<file path="config.mk">
export PLATFORM = sky130hd
export DESIGN_NAME = alu_req_arbiter_flat
export DESIGN_NICKNAME = d
export VERILOG_FILES = /design/src/rtl/alu_req_arbiter_if.sv /design/src/rtl/alu_req_arbiter.sv /design/src/flat_wrapper.sv
export SDC_FILE = /design/constraint.sdc
export NUM_CORES = 1
export LEC_CHECK = 0
export BUFFER_PORTS_ARGS = -buffer_cell sky130_fd_sc_hd__buf_2
export CAP_MARGIN = 20
export CELL_PAD_IN_SITES_DETAIL_PLACEMENT = 0
export CELL_PAD_IN_SITES_GLOBAL_PLACEMENT = 1
export CORE_ASPECT_RATIO = 1.5
export CORE_MARGIN = 2
export CORE_UTILIZATION = 27
export CTS_CLUSTER_SIZE = 16
export DETAILED_ROUTE_END_ITERATION = 6
export GPL_TIMING_DRIVEN = 1
export PLACE_DENSITY_LB_ADDON = 0.1
export SETUP_SLACK_MARGIN = 0.3
export SYNTH_ARGS = -nofsm -noshare
export SYNTH_HDL_FRONTEND = slang
export SYNTH_SLANG_ARGS = --single-unit
</file>
<file path="constraint.sdc">
create_clock -name clk -period 1.85 [get_ports clk]
set_clock_uncertainty 0.2 [all_clocks]
set_input_delay 0 -clock clk [delete_from_list [all_inputs] [get_ports clk]]
set_output_delay 0 -clock clk [all_outputs]
set_load 0.05 [all_outputs]
</file>
<file path="src/rtl/alu_req_arbiter_if.sv">
// Bundle of the two requester channels, the two response channels and the
// ALU drive/return signals handled by alu_req_arbiter.
// Handshake rule for every valid/ready pair: a transfer happens on the rising
// clock edge where valid and ready are both high; the data fields travelling
// with valid must be stable whenever valid is high.
interface alu_req_arbiter_if;
  logic        req0_valid;
  logic        req0_ready;
  logic [15:0] req0_a;
  logic [15:0] req0_b;
  logic [2:0]  req0_op;
  logic        req1_valid;
  logic        req1_ready;
  logic [15:0] req1_a;
  logic [15:0] req1_b;
  logic [2:0]  req1_op;
  logic        resp0_valid;
  logic        resp0_ready;
  logic [15:0] resp0_r;
  logic        resp0_lt;
  logic        resp0_err;
  logic        resp1_valid;
  logic        resp1_ready;
  logic [15:0] resp1_r;
  logic        resp1_lt;
  logic        resp1_err;
  logic [15:0] alu_a;
  logic [15:0] alu_b;
  logic [2:0]  alu_op;
  logic [15:0] alu_r;
  logic        alu_altb;

  // Arbiter side
  modport slave (
    input  req0_valid, req0_a, req0_b, req0_op,
    input  req1_valid, req1_a, req1_b, req1_op,
    input  resp0_ready, resp1_ready,
    input  alu_r, alu_altb,
    output req0_ready, req1_ready,
    output resp0_valid, resp0_r, resp0_lt, resp0_err,
    output resp1_valid, resp1_r, resp1_lt, resp1_err,
    output alu_a, alu_b, alu_op
  );

  // Requesters plus ALU side
  modport master (
    output req0_valid, req0_a, req0_b, req0_op,
    output req1_valid, req1_a, req1_b, req1_op,
    output resp0_ready, resp1_ready,
    output alu_r, alu_altb,
    input  req0_ready, req1_ready,
    input  resp0_valid, resp0_r, resp0_lt, resp0_err,
    input  resp1_valid, resp1_r, resp1_lt, resp1_err,
    input  alu_a, alu_b, alu_op
  );
endinterface

</file>
<file path="src/rtl/alu_req_arbiter.sv">
// Round-robin arbiter sharing one registered 16-bit ALU between two
// requesters. Accepts one operation at a time, drives the ALU for
// ALU_LATENCY+1 edges, captures the result and holds it on the response
// channel of the issuing requester until it is taken.
// Optional feature macro: ALU_ARB_STATS_EN adds saturating per-requester
// grant counters grant_cnt0 / grant_cnt1.
// Handshakes: transfer on the rising edge where valid and ready are both high.
module alu_req_arbiter #(
  parameter int ALU_LATENCY = 1,
  parameter int CNT_W       = 2
) (
  input  logic                clk,
  input  logic                rst_n,
  alu_req_arbiter_if.slave    bus,
  output logic [1:0]          dbg_state
`ifdef ALU_ARB_STATS_EN
  ,
  output logic [15:0]         grant_cnt0,
  output logic [15:0]         grant_cnt1
`endif
);

  typedef enum logic [1:0] {
    IDLE = 2'd0,
    EXEC = 2'd1,
    RESP = 2'd2
  } state_t;

  localparam logic [2:0] OP_SLT  = 3'd5;
  localparam logic [2:0] OP_IDLE = 3'd7;

  state_t             state;
  state_t             state_nxt;

  logic [15:0]        a_q;
  logic [15:0]        b_q;
  logic [2:0]         op_q;
  logic               id_q;
  logic               last_grant;
  logic [CNT_W-1:0]   cnt;
  logic [15:0]        r_q;
  logic               lt_q;
  logic               err_q;

  logic               gnt0;
  logic               gnt1;
  logic               acc;
  logic [15:0]        acc_a;
  logic [15:0]        acc_b;
  logic [2:0]         acc_op;
  logic               acc_ill;
  logic               cnt_done;
  logic               resp_hs;

  // Grant selection: a lone valid requester wins; on a tie the one that was
  // not served last wins. Re-evaluated every IDLE cycle, nothing is sticky.
  always_comb begin
    gnt0     = bus.req0_valid && (!bus.req1_valid || last_grant);
    gnt1     = bus.req1_valid && (!bus.req0_valid || !last_grant);
    acc      = (state == IDLE) && (gnt0 || gnt1);
    acc_a    = gnt1 ? bus.req1_a  : bus.req0_a;
    acc_b    = gnt1 ? bus.req1_b  : bus.req0_b;
    acc_op   = gnt1 ? bus.req1_op : bus.req0_op;
    acc_ill  = (acc_op[2:1] == 2'b11);
    cnt_done = (cnt == CNT_W'(ALU_LATENCY));
    resp_hs  = (state == RESP) && (id_q ? bus.resp1_ready : bus.resp0_ready);
  end

  // State register
  always_ff @(posedge clk or negedge rst_n) begin
    if (!rst_n) state <= IDLE;
    else        state <= state_nxt;
  end

  // Next-state logic; illegal opcodes skip the ALU entirely
  always_comb begin
    state_nxt = state;
    case (state)
      IDLE: if (acc) state_nxt = acc_ill ? RESP : EXEC;
      EXEC: if (cnt_done) state_nxt = RESP;
      RESP: if (resp_hs) state_nxt = IDLE;
      default: state_nxt = IDLE;
    endcase
  end

  // FSM outputs: request ready only in IDLE, response valid only in RESP,
  // ALU opcode parked at 7 outside EXEC so the ALU holds its result
  always_comb begin
    bus.req0_ready  = (state == IDLE) && gnt0;
    bus.req1_ready  = (state == IDLE) && gnt1;
    bus.resp0_valid = (state == RESP) && !id_q;
    bus.resp1_valid = (state == RESP) && id_q;
    bus.alu_op      = (state == EXEC) ? op_q : OP_IDLE;
    dbg_state       = state;
  end

  // Result fields are shared by both response channels; only valid differs
  assign bus.resp0_r   = r_q;
  assign bus.resp0_lt  = lt_q;
  assign bus.resp0_err = err_q;
  assign bus.resp1_r   = r_q;
  assign bus.resp1_lt  = lt_q;
  assign bus.resp1_err = err_q;
  assign bus.alu_a     = a_q;
  assign bus.alu_b     = b_q;

  // Operand latch, latency counter, result capture and round-robin pointer.
  // Operands only reload for legal ops so the ALU inputs keep their last
  // values while the ALU is parked.
  always_ff @(posedge clk or negedge rst_n) begin
    if (!rst_n) begin
      a_q        <= '0;
      b_q        <= '0;
      op_q       <= OP_IDLE;
      id_q       <= 1'b0;
      last_grant <= 1'b1;
      cnt        <= '0;
      r_q        <= '0;
      lt_q       <= 1'b0;
      err_q      <= 1'b0;
    end else begin
      case (state)
        IDLE: begin
          if (acc) begin
            id_q <= gnt1;
            op_q <= acc_op;
            cnt  <= '0;
            if (acc_ill) begin
              r_q   <= '0;
              lt_q  <= 1'b0;
              err_q <= 1'b1;
            end else begin
              a_q <= acc_a;
              b_q <= acc_b;
            end
          end
        end
        EXEC: begin
          cnt <= cnt + CNT_W'(1);
          if (cnt_done) begin
            err_q <= 1'b0;
            if (op_q == OP_SLT) begin
              r_q  <= '0;
              lt_q <= bus.alu_altb;
            end else begin
              r_q  <= bus.alu_r;
              lt_q <= 1'b0;
            end
          end
        end
        RESP: begin
          if (resp_hs) last_grant <= id_q;
        end
        default: ;
      endcase
    end
  end

`ifdef ALU_ARB_STATS_EN
  // Saturating count of accepted requests per requester, illegal ops included
  always_ff @(posedge clk or negedge rst_n) begin
    if (!rst_n) begin
      grant_cnt0 <= '0;
      grant_cnt1 <= '0;
    end else if (acc) begin
      if (!gnt1 && (grant_cnt0 != 16'hFFFF)) grant_cnt0 <= grant_cnt0 + 16'd1;
      if (gnt1  && (grant_cnt1 != 16'hFFFF)) grant_cnt1 <= grant_cnt1 + 16'd1;
    end
  end
`endif

endmodule
</file>
<file path="src/flat_wrapper.sv">
// flat-port wrapper written by rule: the top's interface ports become plain ports
module alu_req_arbiter_flat 
#(
  parameter int ALU_LATENCY = 1,
  parameter int CNT_W       = 2
)
  (clk, rst_n, dbg_state, bus_req0_valid, bus_req0_a, bus_req0_b, bus_req0_op, bus_req1_valid, bus_req1_a, bus_req1_b, bus_req1_op, bus_resp0_ready, bus_resp1_ready, bus_alu_r, bus_alu_altb, bus_req0_ready, bus_req1_ready, bus_resp0_valid, bus_resp0_r, bus_resp0_lt, bus_resp0_err, bus_resp1_valid, bus_resp1_r, bus_resp1_lt, bus_resp1_err, bus_alu_a, bus_alu_b, bus_alu_op);
  alu_req_arbiter_if bus_i ();
  input  logic clk;
  input  logic rst_n;
  output logic [1:0] dbg_state;
  input wire logic [$bits(bus_i.req0_valid)-1:0] bus_req0_valid;
  input wire logic [$bits(bus_i.req0_a)-1:0] bus_req0_a;
  input wire logic [$bits(bus_i.req0_b)-1:0] bus_req0_b;
  input wire logic [$bits(bus_i.req0_op)-1:0] bus_req0_op;
  input wire logic [$bits(bus_i.req1_valid)-1:0] bus_req1_valid;
  input wire logic [$bits(bus_i.req1_a)-1:0] bus_req1_a;
  input wire logic [$bits(bus_i.req1_b)-1:0] bus_req1_b;
  input wire logic [$bits(bus_i.req1_op)-1:0] bus_req1_op;
  input wire logic [$bits(bus_i.resp0_ready)-1:0] bus_resp0_ready;
  input wire logic [$bits(bus_i.resp1_ready)-1:0] bus_resp1_ready;
  input wire logic [$bits(bus_i.alu_r)-1:0] bus_alu_r;
  input wire logic [$bits(bus_i.alu_altb)-1:0] bus_alu_altb;
  output wire logic [$bits(bus_i.req0_ready)-1:0] bus_req0_ready;
  output wire logic [$bits(bus_i.req1_ready)-1:0] bus_req1_ready;
  output wire logic [$bits(bus_i.resp0_valid)-1:0] bus_resp0_valid;
  output wire logic [$bits(bus_i.resp0_r)-1:0] bus_resp0_r;
  output wire logic [$bits(bus_i.resp0_lt)-1:0] bus_resp0_lt;
  output wire logic [$bits(bus_i.resp0_err)-1:0] bus_resp0_err;
  output wire logic [$bits(bus_i.resp1_valid)-1:0] bus_resp1_valid;
  output wire logic [$bits(bus_i.resp1_r)-1:0] bus_resp1_r;
  output wire logic [$bits(bus_i.resp1_lt)-1:0] bus_resp1_lt;
  output wire logic [$bits(bus_i.resp1_err)-1:0] bus_resp1_err;
  output wire logic [$bits(bus_i.alu_a)-1:0] bus_alu_a;
  output wire logic [$bits(bus_i.alu_b)-1:0] bus_alu_b;
  output wire logic [$bits(bus_i.alu_op)-1:0] bus_alu_op;
  assign bus_i.req0_valid = bus_req0_valid;
  assign bus_i.req0_a = bus_req0_a;
  assign bus_i.req0_b = bus_req0_b;
  assign bus_i.req0_op = bus_req0_op;
  assign bus_i.req1_valid = bus_req1_valid;
  assign bus_i.req1_a = bus_req1_a;
  assign bus_i.req1_b = bus_req1_b;
  assign bus_i.req1_op = bus_req1_op;
  assign bus_i.resp0_ready = bus_resp0_ready;
  assign bus_i.resp1_ready = bus_resp1_ready;
  assign bus_i.alu_r = bus_alu_r;
  assign bus_i.alu_altb = bus_alu_altb;
  assign bus_req0_ready = bus_i.req0_ready;
  assign bus_req1_ready = bus_i.req1_ready;
  assign bus_resp0_valid = bus_i.resp0_valid;
  assign bus_resp0_r = bus_i.resp0_r;
  assign bus_resp0_lt = bus_i.resp0_lt;
  assign bus_resp0_err = bus_i.resp0_err;
  assign bus_resp1_valid = bus_i.resp1_valid;
  assign bus_resp1_r = bus_i.resp1_r;
  assign bus_resp1_lt = bus_i.resp1_lt;
  assign bus_resp1_err = bus_i.resp1_err;
  assign bus_alu_a = bus_i.alu_a;
  assign bus_alu_b = bus_i.alu_b;
  assign bus_alu_op = bus_i.alu_op;
  alu_req_arbiter #(.ALU_LATENCY(ALU_LATENCY), .CNT_W(CNT_W)) u_core (.clk(clk), .rst_n(rst_n), .bus(bus_i), .dbg_state(dbg_state));
endmodule
</file>
==> flow_metrics.tcl, run 1 <==
set metrics [dict create \
    routed_via_density 4.80 \
    num-nets-final 661 \
    rsz0062_at_grt "yes" \
    cp.required_ps 1860 \
    globalplace.congestion 0.756 \
    power.density_nw_per_um2 1900 \
    grt_usage 0.188 \
    drv_cap 0 \
    clkSinkCount 59 \
    cp-end-kind "flop" \
    cts_tree "built" \
    synth.yosys.warnings 0 \
    synth_top_cell_by_area "dfrtp_1" \
    synth-seq-cells 59 \
    first_global_vias 3379 \
    drt_pass1_iterations 5 \
    met2_usage 0.344 \
    synth_common_cells "77 x nand2_1, 55 x dfrtp_1, 35 x a21oi_1, 35 x a31oi_1, 21 x buf_4" \
    cts_root_buf "clkbuf_16" \
    ir_drop_mv 0.746 \
    die_height_um 129 \
    ys_seq_area_frac 0.525 \
    synth_edf_count 0 \
    placementRows 45 \
    avgSynthCellArea_sq_um 9.37 \
    ios 170 \
    grt_use_met3 0.0312 \
    syn-num-nets 395 \
    core_area_sq_um 10100 \
    grt_overflow 0 \
    grt_busiest_layer "met2" \
    path_clk_slew_ps 50 \
    ys_dominant_reg_cell "dfrtp_1" \
    drt_iter0_drc 125 \
    portBuffers 169 \
    syn_inst 301 \
    timing.final.crit_share 0.984 \
    fin_crit_ps 1820 \
    postPlaceCellArea_sq_um 3770 \
    fin_area_sq_um 5520 \
    initial_utilization 0.278 \
    grt_pass1_wl_um 16300 \
    numCtsBuffers 9 \
    synth_area_sq_um 2820 \
    outcome "completed" \
    ys_types 30 \
    instances_no_fill 689 \
    tns_ps 0 \
    worst_pin_slew_ps 434 \
    die_w_um 87.5 \
    slew_headroom 0.711 \
    clockBufferDepth 2 \
    htree_levels 3 \
    max_freq_mhz 549 \
    num_vias 3305 \
    async_flop_share 1.00 \
    drive_gt1_frac 0.456 \
    worstSkewPairLatency_ps 320 \
    die_area_sq_um 11300 \
    grt_max_degree 60 \
    area_delta_synth_final_pct 95.6 \
    wl_um 11000 \
    route.detailed.drc 0 \
    worstSetupStartpointType "flop" \
    synth_top_area_share 0.488 \
    synth.top_cells.by_area "dfrtp_1 49%, nand2_1 10%, a31oi_1 7.8%" \
    path_max_fanout 19 \
    antenna_found_initial 0 \
    leakagePower_nw 2.65 \
    hp-class "in2async" \
    post-dp-hpwl_um 6150 \
    finalMaxSlewViolations 0 \
    arrival_ps 1830 \
    num_antenna_cells 0 \
    crit_type "reg2reg" \
    fin_util 0.545 \
    finalHoldViolCount 0 \
    wl_per_cell_um 16.0 \
    setup_viol 0 \
    grt_use_met1 0.197 \
    dp.cells 565 \
    drtAntennaViolNets 0 \
    hold_ws_ps 7.59 \
    yosysMostFrequentCell "nand2_1" \
]
[state kept, by name (all words and copies together) (netlist names)]
register / flops
u_core.bus.resp0_lt: 1
u_core.last_grant: 1
u_core.id_q: 1
u_core.bus.alu_b: 16
u_core.cnt: 2
u_core.bus.alu_a: 16
u_core.op_q: 3
u_core.dbg_state: 2
u_core.bus.resp0_err: 1
u_core.bus.resp0_r: 16
[repair_timing]
action                     CTS  global route
resized for setup           34            47
hold buffers                92             0
pin swaps                    2             6
setup endpoints to repair   62            62
gates cloned                 1             4
setup buffers                7             4
hold endpoints to repair   116             0
[final cells by class]
cell class | instances | area (sq um)
fill | 945 | 4620
timing repair buffer | 293 | 2260
sequential | 59 | 1480
multi-input combinational | 201 | 1350
clock buffer | 13 | 250
tap | 117 | 146
clock inverter | 3 | 15.0
inverter | 3 | 11.3
[stage by stage]
stage | power [mW] | worst slack [ps]
final | 10.5 | 29.8
after global routing | 11.0 | -21.5
after CTS | 9.79 | 34.3
after detailed placement | 7.73 | 30.3
after global placement | 7.70 | 16.7
after floorplan | 6.53 | -34.1
[placed cells by master (no fill, tap or decap), types with 2 or more instances in the layout]
cell           instances
buf_6                 15
nor2_1                 3
a31oi_4                8
dlygate4sd3_1         92
buf_4                 10
dfrtp_2                2
buf_2                162
nor3_2                 2
dfrtp_1               53
a31oi_2                2
inv_1                  3
clkbuf_16             11
buf_12                 8
nor2_4                 3
o21ai_0                4
a22o_1                17
clkbuf_1               3
and2_4                 2
nand2b_1               5
nand2_1               75
a21oi_4                3
a31oi_1               26
nor2_2                 2
dfstp_2                4
a21oi_1               25
a21oi_2                7
clkinv_2               3
buf_8                  3
[worst paths after layout]
path	slack, ps	end	cells after the start	start
worst max-delay path	30	u_core.bus.resp0_lt$_DFFE_PN0P_	5	u_core.last_grant$_DFFE_PN1P_
worst min-delay path	8	u_core.bus.resp0_r[12]$_DFFE_PN0P_	3	rst_n
worst max register to register	30	u_core.bus.resp0_lt$_DFFE_PN0P_	5	u_core.last_grant$_DFFE_PN1P_
worst min register to register	300	u_core.op_q[1]$_DFFE_PN1P_	2	u_core.op_q[1]$_DFFE_PN1P_
max in group asynchronous	1100	u_core.op_q[1]$_DFFE_PN1P_	3	rst_n
min in group clk	90	u_core.op_q[0]$_DFFE_PN1P_	6	bus_req1_valid
[critical path: stages, from the launching register on]
cell,delay (ps)
dfstp_2,550
a21boi_4,60
mux2_4,320
a21bo_1,200
buf_12,160
a22o_1,220
[where the power goes]
group	internal (mW)	switching, mW	total [mW]
clock	0.936	0.575	1.51
combinational	2.22	4.35	6.58
sequential	1.94	0.455	2.40
[cells by family after synthesis]
group                      count (synthesis)  synth area share
and+or+nand+nor                          100             0.145
buffers and inverters                     41            0.0909
DFF                                       59             0.525
adders and majority gates                  1           0.00443
muxes                                      2           0.00931
AOI/OAI and AO/OA                         98             0.225
[layer usage]
| metal | up-vias | part of all wire |
|---|---|---|
| met5 | - | 0 |
| met4 | 0 | 0.038 |
| li1 | 1570 | - |
| met1 | 1565 | 0.38 |
| met2 | 137 | 0.53 |
| met3 | 33 | 0.048 |
(Power assumes the default switching activity.)
==> inputs of run 2 (changes only) <==
ABC_AREA = 1   (was not set)
CORE_UTILIZATION = 29   (was 27)
CTS_BUF_LIST = sky130_fd_sc_hd__clkbuf_4 sky130_fd_sc_hd__clkbuf_8   (was not set)
==> flow_metrics.tcl, run 2 <==
set metrics [dict create \
    outcome "finished, violations left" \
    violations "hold timing" \
    ir_drop_mv 0.741 \
    synth_area_sq_um 3190 \
    antenna_found_initial 1 \
    num-nets-final 776 \
    path_clk_slew_ps 70 \
    path_max_fanout 4 \
    route.detailed.drc 0 \
    arrival_ps 1780 \
    r2r_end "u_core.op_q[1]$_DFFE_PN1P_" \
    first_global_vias 3542 \
    cp-end-kind "flop" \
    yosysMostFrequentCell "nand2_1" \
    cts_tree "built" \
    die_w_um 89.6 \
    syn_inst 410 \
    cp.required_ps 1920 \
    ys_seq_area_frac 0.465 \
    finalMaxSlewViolations 0 \
    globalplace.congestion 0.847 \
    synth.top_cells.by_area "dfrtp_1 43%, nand2_1 16%, o21ai_0 8.0%" \
    num_antenna_cells 0 \
    synth_common_cells "138 x nand2_1, 55 x dfrtp_1, 51 x o21ai_0" \
    reg2reg_depth 10 \
    cts_root_buf "clkbuf_8" \
    total_power_mw 10.6 \
    cp_common_cell "buf_6" \
    htree_levels 3 \
    ys_dominant_reg_cell "dfrtp_1" \
    worst_pin_slew_ps 542 \
    reg2reg_slack_ps 130 \
    rsz0062_at_grt "yes" \
    drive_gt1_frac 0.444 \
    critPathMaxStageDelay_ps 560 \
    clockBufferDepth 2 \
    ys_types 24 \
    post-dp-hpwl_um 6710 \
    fill_cells 1009 \
    drt_iter0_drc 92 \
    cp_top_family "flip-flops" \
    portBuffers 169 \
    fin_area_sq_um 5810 \
    async_flop_share 1.00 \
    area_delta_synth_final_pct 82.4 \
    die_height_um 132 \
    grt_max_degree 49 \
    synth_top_area_share 0.432 \
    synth_edf_count 0 \
    syn-num-nets 504 \
    drt_pass1_iterations 4 \
    grt_overflow 0 \
    crit-reg2reg-launch "u_core.last_grant$_DFFE_PN1P_" \
    fin_crit_ps 1720 \
    synth-seq-cells 59 \
    grt_pass1_wl_um 16800 \
    hp-class "in2async" \
    cp_num_cells 10 \
    grt_usage 0.181 \
    core_area_sq_um 10600 \
    worstSetupStartpointType "flop" \
    ios 170 \
    routed_via_density 4.32 \
    slew_headroom 0.639 \
    avgSynthCellArea_sq_um 7.77 \
    max_freq_mhz 582 \
    synth_top_cell_by_area "dfrtp_1" \
    wl_per_cell_um 13.1 \
    initial_utilization 0.299 \
    drtAntennaViolNets 0 \
    synth.yosys.warnings 0 \
    num_vias 3593 \
    postPlaceCellArea_sq_um 4140 \
    clkSinkCount 59 \
    layout_commonest_cell "buf_2" \
    crit_slowest_cell "dfstp_2" \
    crit_chain "nand2_4 -> nand3_2 -> nand2_4 -> buf_6 -> buf_4 -> buf_6 -> buf_6 -> buf_4 -> nand2_2 -> o21ai_2" \
    leakagePower_nw 3.16 \
    crit_type "reg2reg" \
    drv_cap 0 \
    finalHoldViolCount 13 \
    tns_ps 0 \
    setup_viol 0 \
    wl_um 10900 \
    hold_ws_ps -7.84 \
    placementRows 46 \
    layout_common_cells "162 x buf_2, 107 x nand2_1, 89 x dlygate4sd3_1, 53 x dfrtp_1" \
    path_buf_inv 5 \
    numCtsBuffers 9 \
    crit_end "u_core.op_q[1]$_DFFE_PN1P_" \
    die_area_sq_um 11900 \
    worstSkewPairLatency_ps 330 \
    crit_start "u_core.last_grant$_DFFE_PN1P_" \
    power.density_nw_per_um2 1830 \
    timing.final.crit_share 0.929 \
]
run 2: cell types whose count changed after synthesis, sizes merged, moves of 3 or more:
cell    previous run  this run
nand2b             5         0
nor2               8        24
a31oi             36         1
nand2             77       141
a21oi             35         2
nor3               3         0
o21ai              5        74
a22o              17         0
inv                3        45
nand3              1        22
run 2: worst min-delay path by stage:
| stage | start | end | depth (start not counted) |
|---|---|---|---|
| floorplan | rst_n | u_core.bus.alu_a[0]$_DFFE_PN0P_ | 0 |
| global placement | rst_n | u_core.bus.resp0_r[12]$_DFFE_PN0P_ | 1 |
| detailed placement | rst_n | u_core.bus.resp0_r[12]$_DFFE_PN0P_ | 1 |
| CTS | bus_req0_valid | u_core.op_q[0]$_DFFE_PN1P_ | 4 |
| global route | bus_req0_valid | u_core.op_q[0]$_DFFE_PN1P_ | 5 |
| finish | rst_n | u_core.id_q$_DFFE_PN0P_ | 2 |
run 2: layout make-up:
class                           instances  area [sq um]  share of cell area
Inverter                               45           176              0.0303
Timing Repair Buffer                  300          2350               0.404
Tap cell                              144           180              0.0310
Sequential cell                        59          1480               0.255
Multi-Input combinational cell        267          1440               0.248
Clock buffer                           14           174              0.0299
Clock inverter                          2          10.0             0.00172
run 2: kinds of logic (layout without fill, tap and decap cells):
| logic type | count (synthesis) | count (layout) | synth area share |
|---|---|---|---|
| AND/OR/NAND/NOR | 188 | 188 | 0.238 |
| buffers and inverters | 84 | 361 | 0.143 |
| AO/OA/AOI/OAI | 78 | 78 | 0.150 |
| flip-flops | 59 | 59 | 0.465 |
| adder cells (fa/ha/maj) | 1 | 1 | 0.00393 |
run 2: stage by stage:
stage / hold slack, ps / instances / util / setup WS, ps
global placement: -181 / 699 / 0.388 / 101
finish: -7.84 / 831 / 0.546 / 132
detailed placement: -187 / 699 / 0.388 / 56.7
floorplan: -496 / 410 / - / 137
global route: 17.1 / 831 / 0.546 / 68.3
CTS: -177 / 821 / 0.522 / 133
run 2: repair_timing:
action / 4_1_cts / 5_1_grt
cloned: 3 / 4
setup endpoints to repair: 58 / 61
hold buffers: 89 / 0
setup buffers: 14 / 6
pin swaps: 8 / 11
endpoints found under the hold margin: 112 / 0
gates resized for setup: 44 / 32
run 2: layer usage:
layer,part of all wire,wire (um),vias to the layer above,track usage
met1,0.39,4220,1638,0.195
met2,0.53,5720,120,0.321
met5,0.0012,13,-,0
li1,-,-,1807,-
met4,0.028,305,2,0.0854
met3,0.056,613,26,0.0432
run 2: power breakdown:
group / switching (mW) / internal (mW)
Sequential: 0.450 / 1.96
Clock: 0.498 / 0.601
Combinational: 4.87 / 2.27
==> inputs of run 3 (changes only) <==
CORE_UTILIZATION = 32   (was 29)
clock period = 1.8 ns   (was 1.85 ns; I/O delays follow)
==> flow_metrics.tcl, run 3 (synthesized netlist as in run 2, its figures left out) <==
set metrics [dict create \
    layout_commonest_cell "buf_2" \
    die_height_um 126 \
    min_path_cells 5 \
    hold_ws_ps -44.8 \
    outcome "finished, violations left" \
    crit_chain "nand2_4 -> nand2_4 -> nand2_2 -> nand2_4 -> nand2_4 -> buf_6 -> nand2_8 -> nand2_8 -> nand2_2 -> nand2_1" \
    reg2reg_depth 10 \
    crit_type "reg2reg" \
    timing.final.crit_share 1.00 \
    drt_iter0_drc 72 \
    p_sw_frac 0.542 \
    grt_pass1_wl_um 16600 \
    rsz0062_at_grt "yes" \
    die_area_sq_um 10800 \
    fin_area_sq_um 6260 \
    arrival_ps 1830 \
    drt_pass1_iterations 4 \
    combPwrFrac 0.699 \
    crit_start "u_core.last_grant$_DFFE_PN1P_" \
    post-dp-hpwl_um 6430 \
    critPathMaxStageDelay_ps 560 \
    reg2reg_slack_ps -4 \
    die_w_um 85.5 \
    globalplace.congestion 0.752 \
    postPlaceCellArea_sq_um 4100 \
    ir_drop_mv 1.23 \
    finalMaxSlewViolations 0 \
    path_clk_slew_ps 70 \
    fin_crit_ps 1800 \
    worstSetupStartpointType "flop" \
    cp_common_cell "nand2_4" \
    path_max_fanout 9 \
    area_delta_synth_final_pct 96.6 \
    clkSinkCount 59 \
    violations "hold timing, setup timing" \
    drtAntennaViolNets 0 \
    wl_per_cell_um 13.9 \
    crit_slowest_cell "dfstp_2" \
    fill_cells 811 \
    routed_via_density 4.49 \
    hold_end "u_core.op_q[0]$_DFFE_PN1P_" \
    wl_um 11400 \
    p_int_mw 5.52 \
    initial_utilization 0.329 \
    antenna_found_initial 0 \
    first_global_vias 3638 \
    grt_usage 0.194 \
    drive_gt1_frac 0.531 \
    slew_headroom 0.639 \
    portBuffers 169 \
    leakagePower_nw 3.33 \
    num_vias 3656 \
    hp-class "in2reg" \
    worstSkewPairLatency_ps 340 \
    grt_overflow 0 \
    power.density_nw_per_um2 1920 \
    cts_tree "built" \
    fin_ws_ps -3.88 \
    grt_max_degree 25 \
    numCtsBuffers 9 \
    route.detailed.drc 0 \
    num_antenna_cells 0 \
    num-nets-final 789 \
    placementRows 44 \
    clkPwrFrac 0.091 \
    seqCellArea_sq_um 1480 \
    setup_viol 1 \
    ios 170 \
    cp-end-kind "flop" \
    drv_cap 0 \
    pwr-share-seq 0.211 \
    p_switching_mw 6.53 \
    hp-start "bus_req0_valid" \
    crit-reg2reg-launch "u_core.last_grant$_DFFE_PN1P_" \
    cp.required_ps 1830 \
    cts_root_buf "clkbuf_8" \
    r2r_end "u_core.bus.resp0_r[5]$_DFFE_PN0P_" \
    htree_levels 3 \
    finalHoldViolCount 17 \
    layout_common_cells "162 x buf_2, 89 x dlygate4sd3_1, 76 x nand2_1, 53 x dfrtp_1, 48 x nand2_2" \
    max_freq_mhz 554 \
    clockBufferDepth 2 \
    multiInputGateArea_sq_um 1690 \
    core_area_sq_um 9690 \
    worst_pin_slew_ps 541 \
]
[run 3: worst max-delay path: cells and delay by family, from the launching register on]
family | cells | cell delay [ps]
simple gates | 9 | 790
flops | 1 | 560
buf+inv | 1 | 120
[run 3: power groups by stage]
stage	Sequential [mW]	Combinational (mW)	Clock (mW)
after floorplan	4.38	3.06	0
after global placement	2.42	6.14	0
after detailed placement	2.45	6.17	0
after CTS	2.46	7.20	1.13
after global routing	2.63	8.89	1.17
final	2.54	8.42	1.09
[run 3: per-stage QoR]
step	util	power [mW]	setup WS [ps]	std cells	TNS, ps
floorplan	-	7.44	87.3	410	0
global placement	0.423	8.56	67.8	668	0
detailed placement	0.423	8.62	-2.45	668	-2.45
CTS	0.580	10.8	62.5	793	0
global route	0.647	12.7	-64.0	815	-833
finish	0.647	12.0	-3.88	815	-3.88
[run 3: area by class of cell]
type,count,share of cell area
multi-input combinational,269,0.270
timing repair buffer,311,0.412
inverter,45,0.0298
clock buffer,13,0.0256
tap,115,0.0230
clock inverter,3,0.00240
sequential,59,0.237
[run 3: routing by layer]
metal / wire, um / GRT usage / part of all wire
met1: 4350 / 0.205 / 0.38
met2: 6130 / 0.356 / 0.54
met3: 592 / 0.0498 / 0.052
met4: 292 / 0.0822 / 0.026
met5: 0 / 0 / 0
[run 3: worst max path at each step]
stage,end
floorplan,bus_req0_ready
global placement,u_core.bus.alu_b[4]$_DFFE_PN0P_
detailed placement,u_core.bus.resp0_lt$_DFFE_PN0P_
finish,u_core.bus.resp0_r[5]$_DFFE_PN0P_
CTS,u_core.bus.alu_b[5]$_DFFE_PN0P_
global route,u_core.bus.resp0_r[5]$_DFFE_PN0P_
[run 3: timing repair]
item / CTS / global route
cloned: 6 / 10
gates resized for setup: 59 / 102
hold endpoints to repair: 111 / 2
hold buffers: 88 / 1
setup endpoints to repair: 60 / 63
pin swaps: 6 / 23
buffers inserted: 15 / 11
